===== src/rtl/fan_pkg.sv =====
// Shared fan control types: state encoding and thermal-code to duty map.
// Used by the duty scheduler and by the PWM and status blocks.
package fan_pkg;

  typedef enum logic [2:0] {
    ST_OFF   = 3'd0,
    ST_KICK  = 3'd1,
    ST_RAMP  = 3'd2,
    ST_RUN   = 3'd3,
    ST_COOL  = 3'd4,
    ST_FAULT = 3'd5
  } fan_state_e;

  localparam logic [3:0] DUTY_MAX = 4'd9;

  function automatic logic [3:0] thermal_duty(
    input logic [2:0] code
  );
    logic [3:0] d;
    case (code)
      3'd0:    d = 4'd1;
      3'd1:    d = 4'd3;
      3'd2:    d = 4'd5;
      3'd3:    d = 4'd7;
      default: d = DUTY_MAX;
    endcase
    return d;
  endfunction

  function automatic logic [3:0] target_duty(
    input logic       ovr,
    input logic [3:0] host,
    input logic [2:0] code
  );
    logic [3:0] d;
    if (ovr) d = (host > DUTY_MAX) ? DUTY_MAX : host;
    else     d = thermal_duty(code);
    return d;
  endfunction

endpackage


===== src/rtl/fan_tach_sync.sv =====
// Tachometer synchroniser with registered rising-edge pulse.
// The pulse appears three clocks after the raw input edge.
module fan_tach_sync (
  input  logic clk,
  input  logic rst,
  input  logic tach_in,
  output logic tach_ev
);

  logic [2:0] sync_q, sync_d;
  logic       ev_q, ev_d;

  always_comb begin
    sync_d = {sync_q[1:0], tach_in};
    ev_d   = sync_q[1] & ~sync_q[2];
  end

  always_ff @(posedge clk) begin
    if (rst) begin
      sync_q <= '0;
      ev_q   <= 1'b0;
    end else begin
      sync_q <= sync_d;
      ev_q   <= ev_d;
    end
  end

  assign tach_ev = ev_q;

endmodule


===== src/rtl/fan_duty_scheduler.sv =====
// Fan duty scheduler: spin-up kick, duty ramping, stall retry and fault.
// All outputs are registered and derived from the next state.
module fan_duty_scheduler
  import fan_pkg::*;
#(
  parameter int unsigned TICK_DIV     = 100000,
  parameter int unsigned KICK_CYCLES  = 50000000,
  parameter int unsigned STALL_WINDOW = 100000000,
  parameter int unsigned MAX_RETRY    = 3
) (
  input  logic       CLK,
  input  logic       RST,
  input  logic       fan_enable,
  input  logic [2:0] fanspeed,
  input  logic       host_override_en,
  input  logic [3:0] host_duty,
  input  logic       tach_in,
  output logic       fanmanu_en,
  output logic [3:0] fanmanu_duty,
  output logic       fan_gate,
  output logic       fan_stall,
  output logic [2:0] fan_state
);

  localparam int unsigned PH_MAX =
    (KICK_CYCLES > TICK_DIV) ? KICK_CYCLES : TICK_DIV;
  localparam int CW = $clog2(PH_MAX + 1);
  localparam int WW = $clog2(STALL_WINDOW + 1);
  localparam int RW = $clog2(MAX_RETRY + 1);

  fan_state_e    state_q, state_d;
  logic [CW-1:0] cnt_q, cnt_d;
  logic [WW-1:0] win_q, win_d;
  logic [RW-1:0] retry_q, retry_d;
  logic [RW-1:0] retry_inc;
  logic [3:0]    duty_q, duty_d;
  logic [3:0]    target;
  logic          en_q, en_d;
  logic          gate_q, gate_d;
  logic          stall_q, stall_d;
  logic          tach_ev;
  logic          active;
  logic          stall_hit;

  fan_tach_sync u_tach (
    .clk     (CLK),
    .rst     (RST),
    .tach_in (tach_in),
    .tach_ev (tach_ev)
  );

  assign target    = target_duty(host_override_en, host_duty, fanspeed);
  assign active    = state_q inside {ST_KICK, ST_RAMP, ST_RUN};
  assign retry_inc = retry_q + 1'b1;
  // A tach event in the expiry cycle wins over the timeout.
  assign stall_hit = active && !tach_ev &&
                     (win_q == WW'(STALL_WINDOW - 1));

  always_comb begin
    state_d = state_q;
    cnt_d   = cnt_q;
    duty_d  = duty_q;
    retry_d = retry_q;
    win_d   = '0;
    if (active) win_d = tach_ev ? '0 : win_q + 1'b1;
    if (state_q == ST_RUN && tach_ev) retry_d = '0;

    if (!fan_enable) begin
      state_d = ST_OFF;
      cnt_d   = '0;
      win_d   = '0;
      retry_d = '0;
    end else if (stall_hit) begin
      retry_d = retry_inc;
      cnt_d   = '0;
      win_d   = '0;
      state_d = (retry_inc < RW'(MAX_RETRY)) ? ST_COOL : ST_FAULT;
    end else begin
      unique case (state_q)
        ST_OFF: begin
          state_d = ST_KICK;
          cnt_d   = '0;
        end
        ST_KICK: begin
          if (cnt_q == CW'(KICK_CYCLES - 1)) begin
            state_d = ST_RAMP;
            cnt_d   = '0;
          end else begin
            cnt_d = cnt_q + 1'b1;
          end
        end
        ST_RAMP: begin
          if (duty_q == target) begin
            state_d = ST_RUN;
          end else if (cnt_q == CW'(TICK_DIV - 1)) begin
            cnt_d  = '0;
            duty_d = (duty_q < target) ? duty_q + 4'd1
                                       : duty_q - 4'd1;
          end else begin
            cnt_d = cnt_q + 1'b1;
          end
        end
        ST_RUN: begin
          if (duty_q != target) begin
            state_d = ST_RAMP;
            cnt_d   = '0;
          end
        end
        ST_COOL: begin
          if (cnt_q == CW'(KICK_CYCLES - 1)) begin
            state_d = ST_KICK;
            cnt_d   = '0;
          end else begin
            cnt_d = cnt_q + 1'b1;
          end
        end
        ST_FAULT: ;
        default: state_d = ST_OFF;
      endcase
    end

    gate_d  = state_d inside {ST_KICK, ST_RAMP, ST_RUN};
    en_d    = gate_d || (state_d == ST_COOL);
    stall_d = (state_d == ST_FAULT);
    if (state_d == ST_KICK)
      duty_d = DUTY_MAX;
    else if (state_d inside {ST_OFF, ST_FAULT})
      duty_d = '0;
  end

  always_ff @(posedge CLK) begin
    if (RST) begin
      state_q <= ST_OFF;
      cnt_q   <= '0;
      win_q   <= '0;
      retry_q <= '0;
      duty_q  <= '0;
      en_q    <= 1'b0;
      gate_q  <= 1'b0;
      stall_q <= 1'b0;
    end else begin
      state_q <= state_d;
      cnt_q   <= cnt_d;
      win_q   <= win_d;
      retry_q <= retry_d;
      duty_q  <= duty_d;
      en_q    <= en_d;
      gate_q  <= gate_d;
      stall_q <= stall_d;
    end
  end

  assign fanmanu_en   = en_q;
  assign fanmanu_duty = duty_q;
  assign fan_gate     = gate_q;
  assign fan_stall    = stall_q;
  assign fan_state    = state_q;

endmodule

===== config.mk =====
export PLATFORM = sky130hd
export DESIGN_NAME = fan_duty_scheduler
export DESIGN_NICKNAME = d
export VERILOG_FILES = /design/src/rtl/fan_pkg.sv /design/src/rtl/fan_tach_sync.sv /design/src/rtl/fan_duty_scheduler.sv
export SDC_FILE = /design/constraint.sdc
export NUM_CORES = 1
export LEC_CHECK = 0
export CAP_MARGIN = 30
export CORE_AREA = 4 4 96 75
export DETAILED_ROUTE_END_ITERATION = 12
export DIE_AREA = 0 0 100 79
export DONT_BUFFER_PORTS = 1
export GPL_TIMING_DRIVEN = 0
export PLACE_DENSITY = 0.71
export SYNTH_ARGS = -nofsm -noshare
export SYNTH_HDL_FRONTEND = slang
export SYNTH_HIERARCHICAL = 1
export SYNTH_SLANG_ARGS = --single-unit

===== constraint.sdc =====
create_clock -name CLK -period 3.91 [get_ports CLK]
set_clock_uncertainty 0.2 [all_clocks]
set_input_delay 0.782 -clock CLK [delete_from_list [all_inputs] [get_ports CLK]]
set_output_delay 0.782 -clock CLK [all_outputs]
set_load 0.005 [all_outputs]

==> metrics.yaml <==
yosysUniqueCellTypes: 49
diodes: 0
final_area_um2: 3770
async_reset_ff_share_pct: 0
placed_area_um2: 3570
detailed_place_hpwl_um: 5100
cts_setup_buffers: 0
grt_max_degree: 13
cap_viol_max_count: 0
synth_seq_area_share_pct: 39.8
cts_sinks: 69
rr_worst_depth: 11
totalWireLength_um: 6940
max_freq_mhz: 317
clockRootBuffer: "clkbuf_8"
endpoint: "fanmanu_duty[3]"
first_pass_iters: 4
r2r_slack_ns: 0.93
power_density_nw_per_um2: 347
final.min_clock_period_ns: 3.15
cts-hold-fix-buffers: 0
rsz0062_at_grt: "false"
synth-xor-area-share_pct: 11.1
finalHoldViolations: 0
synth_mux_area_share_pct: 0.865
startpoint: "host_override_en"
cts.path.max_buffers: 2
tritoncts: "yes"
critPathKind: "input pin to flip-flop"
area_growth_pct: 8.58
gp_congestion: 0.781
yosysTopAreaCell: "dfxtp_1"
num_rows: 25
run_status: "completed"
worstMarginPinSlew_ns: 0.736
wire_per_inst_um: 13.6
clock_latency_ns: 0.34
synth_edf_count: 0
p_leak_uw: 0.00124
fillers: 562
vias_per_cell: 5.63
setup_viol: 0
synth_top_family_by_area: "simple AND/OR/NAND/NOR gates"
critical_path_buf_inv_count: 0
drc_errors: 0
synth.avg_cell_area_um2: 8.42
cp.required_ns: 3.96
cts.clk_slew.worst_paths_ns: 0.08
syn-cell-area_um2: 3470
min_period_over_period_pct: 80.6
grt_pass1_wl_um: 12100
cts_resized: 0
ant_nets: 0
cp-end-kind: "flip-flop"
synth_cells: 412
r2r-end: "win_q[10]"
synthesis.nets: 434
synth_top_cell_area_share_pct: 39.8
chipHeight_um: 79
critical-path-slowest-cell: "o21ai_0"
crit_arrival_ns: 3.20
numCtsBuffers: 9
core_um2: 6220
synth.most_common_cell: "nor2_1"
critPathTopFamily: "compound AO/OA/AOI/OAI gates"
finalNetCount: 445
drive_gt1_share_pct: 8.18
critPathMaxFanout: 5
slowest_delay_ns: 0.48
grt_pass1_vias: 2646
dieWidth_um: 100
seq_area_um2: 1380
maxSlewViolCount: 0
ctsHtreeMaxLevel: 3
vias: 2868
multiInputGateArea_um2: 1990
reg2reg_from: "win_q[0]"
path_depth: 12
netlist_top_cells_count: "70 x nor2_1, 69 x dfxtp_1, 32 x nand2_1, 24 x xor2_1, 23 x nand3_1"
drtIter0Drc: 121
synth_area_leaders: "dfxtp_1 40%, nor2_1 7.6%, xor2_1 6.1%, xnor2_1 5.0%, nand2_1 3.5%"
antenna_found_initial: 0
synth_flop_cell: "dfxtp_1"
num_io_pins: 22
path_cells: "nor2_1 -> a32oi_1 -> ha_1 -> a21oi_1 -> o21ai_0 -> ha_1 -> a21o_1 -> a21oi_1 -> xnor2_1 -> xnor2_1 -> nand3_1 -> a221oi_1"
grtUsageTotal_pct: 19.0
yosysWarnings: 6
cp-start-kind: "input pin"
hold_path.class: "flip-flop to flip-flop"
tns_ns: 0
io_buffers: 0
synth-compound-area-share_pct: 9.70
slew-limit-headroom_pct: 50.5
overflow: 0
yosys.area_share.adder_pct: 3.82
vdd_ir_drop_max_v: 0.000195
synth-seq-cells: 69
yosys.area_share.simple_pct: 31.7
initial_core_util_pct: 55.7
die_area_um2: 7900
## layout by cell type, fill, tap and decap left out, drive strengths merged, types with 9 or more instances in the layout
| cell type | instances |
|---|---|
| and3 | 12 |
| ha | 9 |
| nor2 | 70 |
| a21oi | 19 |
| inv | 12 |
| nand4 | 14 |
| dfxtp | 69 |
| xor2 | 24 |
| clkbuf | 18 |
| xnor2 | 20 |
| o21ai | 10 |
| nand2 | 32 |
| nand3 | 23 |
## per-layer routing
metal	vias up	GRT usage (%)	part of all wire, %
met5	-	0	0
li1	1477	-	-
met4	0	5.79	1.0
met1	1329	25.4	48
met3	8	5.44	5.7
met2	54	29.8	45
## registers in the layout, indices dropped and copies added, names as in the netlist
signal / flops
fan_stall: 1
u_tach/sync_q: 3
u_tach/tach_ev: 1
fan_gate: 1
win_q: 27
cnt_q: 26
fan_state: 3
fanmanu_duty: 4
retry_q: 2
fanmanu_en: 1
## final cells by class
| type | instances | area share (%) |
|---|---|---|
| Tap cell | 81 | 2.69 |
| Inverter | 12 | 1.20 |
| Clock buffer | 12 | 4.38 |
| Sequential cell | 69 | 36.7 |
| Multi-Input combinational cell | 318 | 52.7 |
| Buffer | 13 | 1.53 |
| Clock inverter | 4 | 0.830 |
## power breakdown
group | switching [µW] | total, µW | internal (µW) | leakage [µW]
Clock | 273 | 556 | 283 | 0.0000908
Sequential | 4.62 | 712 | 707 | 0.000558
Combinational | 23.9 | 40.8 | 16.9 | 0.000595
## worst register-to-register path, cell delays in order (launching register included)
cell      delay (ns)
dfxtp_1         0.36
ha_1            0.24
and3_1          0.20
nand4_1         0.17
or3_1           0.39
clkbuf_1        0.19
nand2b_1        0.12
clkbuf_1        0.30
or4_1           0.16
buf_2           0.20
buf_2           0.26
nor2_1          0.08
## kinds of logic after synthesis
group,Yosys count
mux,3
xor+xnor,44
buf+inv,25
flops,69
simple gates,209
fa+ha+maj,10
compound gates,52
## worst min path at each step
stage                                 to        startpoint  slack (ns)  cells past startpoint
after CTS                 u_tach/tach_ev  u_tach/sync_q[2]        0.21                      1
after global placement    u_tach/tach_ev  u_tach/sync_q[2]        0.19                      1
final                     u_tach/tach_ev  u_tach/sync_q[2]        0.21                      1
after floorplan           u_tach/tach_ev  u_tach/sync_q[2]        0.19                      1
after detailed placement  u_tach/tach_ev  u_tach/sync_q[2]        0.20                      1
after global routing      u_tach/tach_ev  u_tach/sync_q[2]        0.21                      1
## metrics by stage
stage | hold slack [ns] | power [µW] | utilization, % | worst slack [ns] | instances
after floorplan | 0.187 | 759 | - | 0.667 | 412
after global routing | 0.214 | 1360 | 60.5 | 0.474 | 509
after detailed placement | 0.205 | 769 | 57.4 | 0.390 | 493
final | 0.206 | 1310 | 60.5 | 0.758 | 509
after CTS | 0.209 | 1320 | 60.5 | 0.741 | 509
after global placement | 0.190 | 767 | 57.4 | 0.484 | 493
(Power assumes the default switching activity.)
